$ cat config.mk
export PLATFORM = sky130hd
export DESIGN_NAME = pc_sequencer_flat
export DESIGN_NICKNAME = d
export VERILOG_FILES = /design/src/rtl/pc_sequencer_if.sv /design/src/rtl/pc_sequencer.sv /design/src/flat_wrapper.sv
export SDC_FILE = /design/constraint.sdc
export NUM_CORES = 1
export LEC_CHECK = 0
export BUFFER_PORTS_ARGS = -buffer_cell sky130_fd_sc_hd__buf_4
export CAP_MARGIN = 10
export CORE_ASPECT_RATIO = 1.75
export CORE_UTILIZATION = 58
export CTS_CLUSTER_SIZE = 10
export DETAILED_ROUTE_END_ITERATION = 7
export PLACE_DENSITY = 0.86
export SLEW_MARGIN = 15
export SYNTH_ARGS = -nofsm -noshare
export SYNTH_HDL_FRONTEND = slang
export SYNTH_SLANG_ARGS = --single-unit
$ cat constraint.sdc
create_clock -name clk -period 6.6 [get_ports clk]
set_input_delay 0.66 -clock clk [delete_from_list [all_inputs] [get_ports clk]]
set_output_delay 0.66 -clock clk [all_outputs]
set_load 0.02 [all_outputs]
$ cat src/rtl/pc_sequencer_if.sv
// Fetch sequencer bus: instruction-memory req/ack port, core valid/ready
// port, and the control inputs (redirect, trap, halt) from the core.
interface pc_sequencer_if #(
  parameter int WIDTH = 64
);
  logic             imem_req;
  logic [WIDTH-1:0] imem_addr;
  logic             imem_ack;
  logic [31:0]      imem_rdata;
  logic             instr_valid;
  logic [31:0]      instr;
  logic [WIDTH-1:0] instr_pc;
  logic             instr_ready;
  logic             redirect_valid;
  logic [WIDTH-1:0] redirect_target;
  logic             trap;
  logic             halt;
  logic             halted;
  logic [WIDTH-1:0] pc_out;

  // Sequencer side
  modport master (
    output imem_req, imem_addr, instr_valid, instr, instr_pc, halted, pc_out,
    input  imem_ack, imem_rdata, instr_ready, redirect_valid, redirect_target,
           trap, halt
  );

  // Memory / core side
  modport slave (
    input  imem_req, imem_addr, instr_valid, instr, instr_pc, halted, pc_out,
    output imem_ack, imem_rdata, instr_ready, redirect_valid, redirect_target,
           trap, halt
  );
endinterface

$ cat src/rtl/pc_sequencer.sv
// Fetch-side PC owner: issues one fetch at a time, holds the fetched word
// until the core takes it, and applies redirect / trap / halt.
module pc_sequencer #(
  parameter int               WIDTH        = 64,
  parameter logic [WIDTH-1:0] RESET_VECTOR = '0,
  parameter logic [WIDTH-1:0] TRAP_VECTOR  = WIDTH'('h100),
  parameter int               INSTR_BYTES  = 4
) (
  input  logic           clk,
  input  logic           reset,
  pc_sequencer_if.master bus
);

  typedef enum logic [1:0] {BOOT, FETCH, HOLD, HALTED} state_t;
  // Encoded in priority order so a plain compare picks the stronger event.
  typedef enum logic [1:0] {EV_NONE, EV_HALT, EV_REDIR, EV_TRAP} ev_t;

  state_t           state;
  ev_t              pend, ev_now, ev_merged;
  logic [WIDTH-1:0] pc, pend_tgt, tgt_merged, tgt_aligned, pc_next_seq;
  logic             req, valid, halted_q;
  logic [31:0]      instr_q;
  logic [WIDTH-1:0] instr_pc_q;

  assign tgt_aligned = {bus.redirect_target[WIDTH-1:2], 2'b00};
  assign pc_next_seq = pc + WIDTH'(INSTR_BYTES);

  // Collapse this cycle's inputs to one event, then fold it into whatever
  // is already pending; an equal-or-stronger event replaces the old one.
  always_comb begin
    ev_now     = EV_NONE;
    ev_merged  = pend;
    tgt_merged = pend_tgt;
    if (bus.trap)                ev_now = EV_TRAP;
    else if (bus.redirect_valid) ev_now = EV_REDIR;
    else if (bus.halt)           ev_now = EV_HALT;
    if (ev_now != EV_NONE && ev_now >= pend) begin
      ev_merged  = ev_now;
      tgt_merged = tgt_aligned;
    end
  end

  // Sequencer FSM with registered outputs; reset drops imem_req at once.
  always_ff @(posedge clk or negedge reset) begin
    if (!reset) begin
      state      <= BOOT;
      pc         <= RESET_VECTOR;
      pend       <= EV_NONE;
      pend_tgt   <= '0;
      req        <= 1'b0;
      valid      <= 1'b0;
      halted_q   <= 1'b0;
      instr_q    <= '0;
      instr_pc_q <= '0;
    end else begin
      case (state)
        BOOT: begin
          if (ev_now == EV_TRAP)       pc <= TRAP_VECTOR;
          else if (ev_now == EV_REDIR) pc <= tgt_aligned;
          if (ev_now == EV_HALT) begin
            state    <= HALTED;
            halted_q <= 1'b1;
          end else begin
            state <= FETCH;
            req   <= 1'b1;
          end
        end
        FETCH: begin
          if (bus.imem_ack) begin
            pend <= EV_NONE;
            case (ev_merged)
              EV_NONE: begin
                instr_q    <= bus.imem_rdata;
                instr_pc_q <= pc;
                valid      <= 1'b1;
                req        <= 1'b0;
                state      <= HOLD;
              end
              // Stay in FETCH; the new address goes out next cycle.
              EV_TRAP:  pc <= TRAP_VECTOR;
              EV_REDIR: pc <= tgt_merged;
              default: begin
                req      <= 1'b0;
                halted_q <= 1'b1;
                state    <= HALTED;
              end
            endcase
          end else begin
            pend     <= ev_merged;
            pend_tgt <= tgt_merged;
          end
        end
        HOLD: begin
          if (bus.trap) begin
            pc    <= TRAP_VECTOR;
            valid <= 1'b0;
            req   <= 1'b1;
            state <= FETCH;
          end else if (bus.redirect_valid) begin
            pc    <= tgt_aligned;
            valid <= 1'b0;
            req   <= 1'b1;
            state <= FETCH;
          end else if (bus.halt) begin
            if (bus.instr_ready) pc <= pc_next_seq;
            valid    <= 1'b0;
            halted_q <= 1'b1;
            state    <= HALTED;
          end else if (bus.instr_ready) begin
            pc    <= pc_next_seq;
            valid <= 1'b0;
            req   <= 1'b1;
            state <= FETCH;
          end
        end
        default: ; // HALTED: only reset leaves
      endcase
    end
  end

  assign bus.imem_req    = req;
  assign bus.imem_addr   = pc;
  assign bus.instr_valid = valid;
  assign bus.instr       = instr_q;
  assign bus.instr_pc    = instr_pc_q;
  assign bus.halted      = halted_q;
  assign bus.pc_out      = pc;

endmodule

$ cat src/flat_wrapper.sv
// flat-port wrapper written by rule: the top's interface ports become plain ports
module pc_sequencer_flat 
#(
  parameter int               WIDTH        = 64,
  parameter logic [WIDTH-1:0] RESET_VECTOR = '0,
  parameter logic [WIDTH-1:0] TRAP_VECTOR  = WIDTH'('h100),
  parameter int               INSTR_BYTES  = 4
)
  (clk, reset, bus_imem_req, bus_imem_addr, bus_instr_valid, bus_instr, bus_instr_pc, bus_halted, bus_pc_out, bus_imem_ack, bus_imem_rdata, bus_instr_ready, bus_redirect_valid, bus_redirect_target, bus_trap, bus_halt);
  pc_sequencer_if #(.WIDTH(WIDTH)) bus_i ();
  input  logic clk;
  input  logic reset;
  output wire logic [$bits(bus_i.imem_req)-1:0] bus_imem_req;
  output wire logic [$bits(bus_i.imem_addr)-1:0] bus_imem_addr;
  output wire logic [$bits(bus_i.instr_valid)-1:0] bus_instr_valid;
  output wire logic [$bits(bus_i.instr)-1:0] bus_instr;
  output wire logic [$bits(bus_i.instr_pc)-1:0] bus_instr_pc;
  output wire logic [$bits(bus_i.halted)-1:0] bus_halted;
  output wire logic [$bits(bus_i.pc_out)-1:0] bus_pc_out;
  input wire logic [$bits(bus_i.imem_ack)-1:0] bus_imem_ack;
  input wire logic [$bits(bus_i.imem_rdata)-1:0] bus_imem_rdata;
  input wire logic [$bits(bus_i.instr_ready)-1:0] bus_instr_ready;
  input wire logic [$bits(bus_i.redirect_valid)-1:0] bus_redirect_valid;
  input wire logic [$bits(bus_i.redirect_target)-1:0] bus_redirect_target;
  input wire logic [$bits(bus_i.trap)-1:0] bus_trap;
  input wire logic [$bits(bus_i.halt)-1:0] bus_halt;
  assign bus_imem_req = bus_i.imem_req;
  assign bus_imem_addr = bus_i.imem_addr;
  assign bus_instr_valid = bus_i.instr_valid;
  assign bus_instr = bus_i.instr;
  assign bus_instr_pc = bus_i.instr_pc;
  assign bus_halted = bus_i.halted;
  assign bus_pc_out = bus_i.pc_out;
  assign bus_i.imem_ack = bus_imem_ack;
  assign bus_i.imem_rdata = bus_imem_rdata;
  assign bus_i.instr_ready = bus_instr_ready;
  assign bus_i.redirect_valid = bus_redirect_valid;
  assign bus_i.redirect_target = bus_redirect_target;
  assign bus_i.trap = bus_trap;
  assign bus_i.halt = bus_halt;
  pc_sequencer #(.WIDTH(WIDTH), .RESET_VECTOR(RESET_VECTOR), .TRAP_VECTOR(TRAP_VECTOR), .INSTR_BYTES(INSTR_BYTES)) u_core (.clk(clk), .reset(reset), .bus(bus_i));
endmodule
# [Word-level counts from Yosys, hierarchy flattened]
# Index checks and enable logic that the tools add are counted.
# Widths: inputs -> output; s select.
[word_totals] romBits=0 elab_cells=92 ff_bits=231 latch_bits=0 ramBits=0 mem_count=0
[op_classes] eq_ne=21 add_sub_neg=1 muxes=44 multipliers=0 n_shift=0 div=0 n_bitwise=1 n_lt_le_gt_ge=1 n_reduce_logical=15
[ops] op="$mux 64" n=7
[ops] op="$pmux 64 s3" n=1
[ops] op="$pmux 64 s2" n=1
[ops] op="$add 64x3->64 const B" n=1
[ops] op="$mux 1" n=20
[ops] op="$mux 2" n=10
[ops] op="$ne 2x2->1 const B" n=8
[ops] op="$eq 2x2->1 const B" n=5
[ops] op="$ne 4x4->1 const B" n=2
[ops] op="$reduce_and 4->1" n=2
[ops] op="$reduce_and 7->1" n=1
[ops] op="$pmux 1 s3" n=2
[ops] op="$pmux 2 s3" n=1
[ops] op="$reduce_and 6->1" n=1
[ops] op="$ne 5x5->1 const B" n=1
[ops] op="$reduce_and 5->1" n=1
[ops] op="$eq 2x1->1 const B" n=2
[ops] op="$logic_not 2->1" n=2
[ops] op="$pmux 2 s2" n=1
[ops] op="$reduce_bool 2->1" n=2
[ops] op="$ne 3x1->1 const B" n=1
[ops] op="$ne 3x3->1 const B" n=1
[ops] op="$reduce_and 3->1" n=1
[ops] op="$reduce_bool 3->1" n=1
[ops] op="8 further kinds" n=8

# [Depth between registers and ports, before layout]
# Gate-level depths: netlist of the first run.
[depth] word_depth=11 mapped_depth=15 mapped_depth_nobuf=9

# [Least setup slack after synthesis of the first run]
# No wires, ideal clock.
[synth_path] kind="input to register" start="in bus_redirect_valid" end="reg u_core.instr_q[13] (netlist: u_core.bus.instr[13])" arrival_ps=3633 n_path_buf=6 required_ps=6475 slack_ps=2842 setup_time_ps=125 stages=14 path_cell_list="buf_2 inv_1 buf_1 clkbuf_1 a21oi_1 ha_1 nand2b_1 a21oi_1 o22ai_1 and3_1 buf_2 buf_6 buf_2 mux2_2"
[synth_between] elab_chain_cells=7
[synth_lines] item="start: declaration" line="flat_wrapper.sv:23" rtl="input wire logic [$bits(bus_i.redirect_valid)-1:0] bus_redirect_valid;"
[synth_lines] item="$mux 2 (*)" line="pc_sequencer.sv:35" rtl="else if (bus.redirect_valid) ev_now = EV_REDIR;"
[synth_lines] item="$mux 2 (*)" line="pc_sequencer.sv:34" rtl="if (bus.trap) ev_now = EV_TRAP;"
[synth_lines] item="$ge 2x2->1 or $reduce_bool 2->1 (tied branches)" line="pc_sequencer.sv:37" rtl="if (ev_now != EV_NONE && ev_now >= pend) begin"
[synth_lines] item="$logic_and 1x1->1" line="pc_sequencer.sv:37"
[synth_lines] item="$mux 2 (*)" line="pc_sequencer.sv:37"
[synth_lines] item="$logic_not 2->1 (*)" line="pc_sequencer.sv:71" rtl="case (ev_merged)"
[synth_lines] item="$reduce_and 3->1 (no line) (*)"
[synth_lines] item="end signal: assignment" line="pc_sequencer.sv:73" rtl="instr_q <= bus.imem_rdata;"
[synth_lines] item="end: declaration" line="pc_sequencer.sv:22" rtl="logic [31:0] instr_q;"
# Every way passes the cells marked *; elsewhere a longest branch is shown, timed or not.
# A chain may end at the register's enable or synchronous reset.

# [Worst setup path after layout of the first run]
[layout_path] start="in bus_redirect_valid" end="reg u_core.instr_pc_q[16] (netlist: u_core.bus.instr_pc[16])"
[layout_between] elab_chain_cells=7
[layout_lines] item="$mux 2 (*)" line="pc_sequencer.sv:35"
[layout_lines] item="$mux 2 (*)" line="pc_sequencer.sv:34"
[layout_lines] item="$ge 2x2->1 or $reduce_bool 2->1 (tied branches)" line="pc_sequencer.sv:37"
[layout_lines] item="$logic_and 1x1->1" line="pc_sequencer.sv:37"
[layout_lines] item="$mux 2 (*)" line="pc_sequencer.sv:37"
[layout_lines] item="$logic_not 2->1 (*)" line="pc_sequencer.sv:71"
[layout_lines] item="$reduce_and 3->1 (no line) (*)"
[layout_lines] item="end signal: assignment" line="pc_sequencer.sv:74" rtl="instr_pc_q <= pc;"
[layout_lines] item="end: declaration" line="pc_sequencer.sv:23" rtl="logic [WIDTH-1:0] instr_pc_q;"
# Marked as above.

==> results of run 1 <==
==> power by group <==
part	internal (mW)	leakage (nW)	switching [mW]
Clock	0.718	0.338	0.547
Sequential	2.08	2.86	0.733
Combinational	1.92	3.93	2.46
Total	4.71	7.14	3.74
==> cells in the mapped netlist, types with 12 or more instances <==
cell and count:
a22o_1 18, nor4_1 15, nor3_1 21, a31oi_1 12, nand4_1 23, nor2_1 79
nand3_1 29, and4_1 12, dfrtp_1 231, buf_4 66, and3_1 21, a21oi_1 91
buf_2 36, xnor2_1 12, mux2_2 165, clkbuf_1 47, nand2_1 60, a221oi_1 15
xor2_1 20, mux2i_1 28, o21ai_0 72, inv_1 17
==> logic make-up after synthesis <==
group / after synthesis
compound gates: 319
mux: 193
buf+inv: 172
xor+xnor: 32
flops: 231
fa+ha+maj: 7
simple gates: 313
==> metrics by stage <==
| step | cells | hold slack (ns) |
|---|---|---|
| after floorplan | 1267 | 0.364 |
| after detailed placement | 1752 | 0.479 |
| final | 1785 | 0.182 |
| after global routing | 1785 | 0.246 |
| after global placement | 1752 | 0.470 |
| after CTS | 1781 | 0.225 |
==> worst register-to-register path, cell delays in order (launching register included) <==
cell and delay, ns:
dfrtp_1 0.43, ha_1 0.33, nor3b_1 0.41, o31ai_1 0.25
nor2_1 0.25, and3_4 0.79, buf_4 0.63, mux2_2 0.42
==> sequential cells by signal (all words and copies together) (netlist names) <==
register                cells
u_core.state                2
u_core.bus.instr           32
u_core.bus.imem_req         1
u_core.bus.instr_valid      1
u_core.bus.halted           1
u_core.pend_tgt            64
u_core.bus.instr_pc        64
u_core.pend                 2
u_core.bus.imem_addr       64
==> layout make-up <==
cell class	count	area [µm²]
sequential	231	5780
tap	296	370
clock inverter	1	8.76
timing repair buffer	344	2600
antenna	4	10.0
inverter	17	63.8
fill	1625	6230
clock buffer	28	679
multi-input combinational	864	6320
==> per-layer routing <==
metal  part of all wire  up-vias
met5                  0        -
met4              0.064        0
met3              0.080      195
met2               0.51      705
met1               0.34     5633
li1                   -     5041
==> worst max-delay path by stage <==
stage | to | slack, ns | cells after the start
after global routing | u_core.bus.instr_pc[51] | 2.25 | 10
after CTS | u_core.bus.instr_pc[51] | 2.53 | 10
final | u_core.bus.instr_pc[16] | 2.48 | 10
after detailed placement | u_core.bus.instr_pc[16] | 2.00 | 10
after floorplan | u_core.bus.instr[13] | 2.84 | 14
after global placement | u_core.bus.instr_pc[18] | 2.04 | 10
==> cell usage in the layout (no fill, tap or decap), types with 20 or more instances in the layout <==
| master | instances |
|---|---|
| nand3_1 | 29 |
| buf_4 | 342 |
| clkbuf_16 | 27 |
| and3_1 | 20 |
| dfrtp_1 | 231 |
| nand2_1 | 60 |
| xor2_1 | 20 |
| o21ai_0 | 72 |
| mux2_2 | 165 |
| a21oi_1 | 91 |
| nand4_1 | 23 |
| mux2i_1 | 28 |
| nor3_1 | 20 |
| nor2_1 | 78 |
==> results.toml, run 1 <==
[grt]
grt-ovfl-total = 0
met3_usage = 0.0517
antenna_found_initial = 4
grtUsageMet1 = 0.389
met2_usage = 0.591
grt_usage = 0.344
grt_pass1_wl_mm = 61.9
grt_pass1_vias = 11700
grt_max_degree = 104
busiest_layer = "met2"

[clock_network]
htreeDepth = 1
clock_sinks = 231
cts_hold_buf = 0
cts_root_buf = "clkbuf_16"
clockBufferDepth = 3
path_clk_slew_ns = 0.06
post_cts_buffers = 0
cts_inserted_buffers = 27
cts_resized = 0
cts_tree = "built"
clock_latency_ns = 0.53

[worst_setup_path]
rr_startpoint = "u_core.pend[0]"
required_ns = 7.01
setup.worst_path.class = "in -> reg"
cp_max_fo = 60
slowest_delay_ns = 0.79
cp_slowest_cell = "and3_4"
r2r_slack_ns = 2.98
cp.buffers_inverters = 3
r2r_end = "u_core.bus.instr_pc[16]"
reg2regPathDepth = 7
crit_chain = "buf_4 -> nor2_2 -> inv_1 -> ha_1 -> nor3b_1 -> o31ai_1 -> nor2_1 -> and3_4 -> buf_4 -> mux2_2"
crit_arrival_ns = 4.53
cpMostUsedCell = "buf_4"
startpoint = "bus_redirect_valid"
cp-end-kind = "register"
critPathLaunchType = "input pin"
crit_family = "simple AND/OR/NAND/NOR gates"

[placement]
placed_area_um2 = 15100
port_buffers = 327
gp_congestion = 0.954
dp_hpwl_mm = 26.3
pre_cts_ws_ns = 2.00

[sta]
hold_viol_final = 0
finalMaxSlewViolations = 0
tightest_slew_ns = 1.22
grt_setup_unrepaired = "no"
slew_headroom = 0.183
fin_ws_ns = 2.48
setup_tns_ns = 0
fmax_mhz = 243
finalCritPeriodShare = 0.625
fin_skew_ns = 0.0166
setup_viol = 0
period_minus_slack_ns = 4.12

[floorplan]
die_h_um = 200
io_pins = 330
start_util = 0.590
rows = 72
die_x_um = 115
core_area_um2 = 22100
dieArea_um2 = 23100

[pwr]
ir_drop_mv = 0.352
static-leakage-power_nw = 7.14
p_total_mw = 8.45
p_per_area_nw_per_um2 = 534

[drt]
num_vias = 11600
drc = 0
via_per_inst = 6.48
wl_mm = 39.9
firstDrtPassIters = 6
routedWlPerCell_um = 22.4
antenna_left = 0
drt_first_iter_violations = 964

[yosys]
yosys.area_share.simple = 0.128
synth_area_leaders = "dfrtp_1 44%, mux2_2 14%, buf_4 3.8%"
synthesis.area_um2 = 13000
synth_mux_area_frac = 0.164
syn_inst = 1267
ys.flop_type = "dfrtp_1"
synth-edff-count = 0
synthArstFlopShare = 1.00
synth_fp_nets = 1377
synthAdderAreaFrac = 0.00673
ys_ff_latch = 231
synth_compound_area_frac = 0.163
synth_xor_area_frac = 0.0215
synth_cell_types = 78
synth_top_area_frac = 0.444
yosys_warnings = 0
synth_top_family_by_area = "multiplexers"
ys_seq_area_frac = 0.444
synth_top_area_cell = "dfrtp_1"
syn_avg_cell_area_um2 = 10.3

[flow_run]
cap_violations = 0

[layout]
syn_to_final_growth_pct = 21.7
stdcell_area_um2 = 15800
drive_above_1_share = 0.380
nNetsFinal = 1595
final_util = 0.718

[status]
status = "completed"

[min_path]
hp-class = "in -> async"
No activity file was read; power rests on OpenSTA's default activity.
==> run 2: changes to the inputs <==
--- a/config.mk
+++ b/config.mk
@@ -8,10 +8,10 @@
 export BUFFER_PORTS_ARGS = -buffer_cell sky130_fd_sc_hd__buf_4
 export CAP_MARGIN = 10
 export CORE_ASPECT_RATIO = 1.75
-export CORE_UTILIZATION = 58
+export CORE_UTILIZATION = 54
 export CTS_CLUSTER_SIZE = 10
 export DETAILED_ROUTE_END_ITERATION = 7
-export PLACE_DENSITY = 0.86
+export PLACE_DENSITY = 0.81
 export SLEW_MARGIN = 15
 export SYNTH_ARGS = -nofsm -noshare
 export SYNTH_HDL_FRONTEND = slang
==> constraint.sdc (replaced) <==
create_clock -name clk -period 4.01 [get_ports clk]
set_input_delay 0.401 -clock clk [delete_from_list [all_inputs] [get_ports clk]]
set_output_delay 0.401 -clock clk [all_outputs]
set_load 0.02 [all_outputs]
==> run 2 against run 1 <==
Effect of this change:
- power increased by 66%
- final cell count is 1.5% higher
- die area grew 7.3%
- sequential share of layout area fell by 0.52 points
- sequential power grew 62%
==> results.toml, run 2 (synthesis gave the netlist of run 1 again) <==
[sta]
hold_viol_final = 0
grt_setup_unrepaired = "no"
period_minus_slack_ns = 3.12
fmax_mhz = 321
tightest_slew_ns = 1.17
finalMaxSlewViolations = 0
finalCritPeriodShare = 0.778
setup_tns_ns = 0
fin_skew_ns = 0.0159
setup_viol = 0
slew_headroom = 0.214

[drt]
antenna_left = 0
num_vias = 11600
routedWlPerCell_um = 21.9
drt_first_iter_violations = 930
via_per_inst = 6.38
firstDrtPassIters = 6
drc = 0
wl_mm = 39.6

[layout]
syn_to_final_growth_pct = 23.4
instances_no_fill = 1812
fill_cells = 1842
mostFrequentLayoutCell = "buf_4"
stdcell_area_um2 = 16100
nNetsFinal = 1616
layout_common_cells = "357 x buf_4, 231 x dfrtp_1, 165 x mux2_2"
drive_above_1_share = 0.389

[grt]
antenna_found_initial = 2
grt_pass1_wl_mm = 62.8
grt-ovfl-total = 0
grt_usage = 0.322
grt_pass1_vias = 11800
grt_max_degree = 110

[clock_network]
htreeDepth = 1
cts_tree = "built"
clock_latency_ns = 0.55
cts_inserted_buffers = 27
clock_sinks = 231
clockBufferDepth = 3
cts_root_buf = "clkbuf_16"
path_clk_slew_ns = 0.06
post_cts_buffers = 0

[min_path]
hp-class = "in -> reg"

[floorplan]
core_area_um2 = 23500
dieArea_um2 = 24800
die_x_um = 119
io_pins = 330
die_h_um = 207
rows = 74
start_util = 0.554

[placement]
gp_congestion = 0.894
port_buffers = 327
placed_area_um2 = 15400
dp_hpwl_mm = 26.8
dp.cells = 1780

[worst_setup_path]
cp_max_fo = 9
setup.worst_path.class = "reg -> reg"
required_ns = 4.45
critPathLaunchType = "register"
cp-end-kind = "register"
crit_arrival_ns = 3.56

[pwr]
ir_drop_mv = 0.595
static-leakage-power_nw = 7.26
p_total_mw = 14.0
p_per_area_nw_per_um2 = 871

[status]
status = "completed"

[flow_run]
cap_violations = 0
[run 2: changes by cell type in the layout (fill, tap and decap cells not counted)]
cell | previous run | this run
diode_2 | 4 | 2
buf_12 | 1 | 6
inv_1 | 16 | 17
o211a_1 | 3 | 2
buf_4 | 342 | 357
clkinv_1 | 1 | 0
dlygate4sd3_1 | 0 | 1
o211a_2 | 0 | 1
[run 2: worst paths after layout]
path                                               from                        to  slack, ns  cells after the start
worst min register to register        u_core.bus.halted         u_core.bus.halted       0.46                      1
worst min-delay path                 bus_imem_rdata[26]      u_core.bus.instr[26]        0.1                      2
worst max-delay path            u_core.bus.imem_addr[2]  u_core.bus.imem_addr[62]       0.89                      7
worst max register to register  u_core.bus.imem_addr[2]  u_core.bus.imem_addr[62]       0.89                      7
min in group asynchronous                         reset   u_core.bus.instr_pc[20]       0.51                      2
max in group asynchronous                         reset   u_core.bus.imem_addr[1]       2.60                      3
[run 2: layout make-up]
cell class              count  area (µm²)  share of cell area
clock inverters             1        8.76            0.000545
clock buffers              28         679              0.0423
diodes                      2        5.00            0.000312
repair buffers            365        2830               0.176
multi-input cells         864        6320               0.394
flip-flops and latches    231        5780               0.360
well taps                 304         380              0.0237
inverters                  17        63.8             0.00397
[run 2: through the flow]
step           hold slack [ns]  utilization  worst slack [ns]
4_1_cts                 0.0819        0.683             0.971
2_1_floorplan            0.105            -             0.511
6_report                0.0958        0.683             0.890
3_5_place_dp             0.453        0.653             0.440
5_1_grt                 0.0840        0.683             0.713
3_3_place_gp             0.451        0.653             0.574
[run 2: what timing repair did]
action | CTS | global route
hold endpoints to repair | 101 | 0
hold buffers | 1 | 0
resized for setup | 0 | 0
[run 2: worst max-delay path, cell delays in order, from the launching register on]
cell	delay [ns]
dfrtp_1	0.51
ha_1	0.26
and4_1	0.50
nand3_1	0.13
nor4_1	0.75
nand4_1	0.31
and3_1	0.28
o32ai_1	0.27
[run 2: layer usage]
layer / GRT usage / part of all wire / wire (µm)
met3: 0.0489 / 0.071 / 2810
met1: 0.358 / 0.35 / 13900
met5: 0 / 0 / 0
met2: 0.565 / 0.52 / 20500
met4: 0.211 / 0.061 / 2420
[run 2: report_power, final]
| part | total, mW | switching [mW] | internal, mW |
|---|---|---|---|
| sequential | 4.56 | 1.15 | 3.42 |
| combinational | 7.33 | 4.06 | 3.26 |
| clock | 2.10 | 0.922 | 1.18 |
| total | 14.0 | 6.13 | 7.86 |
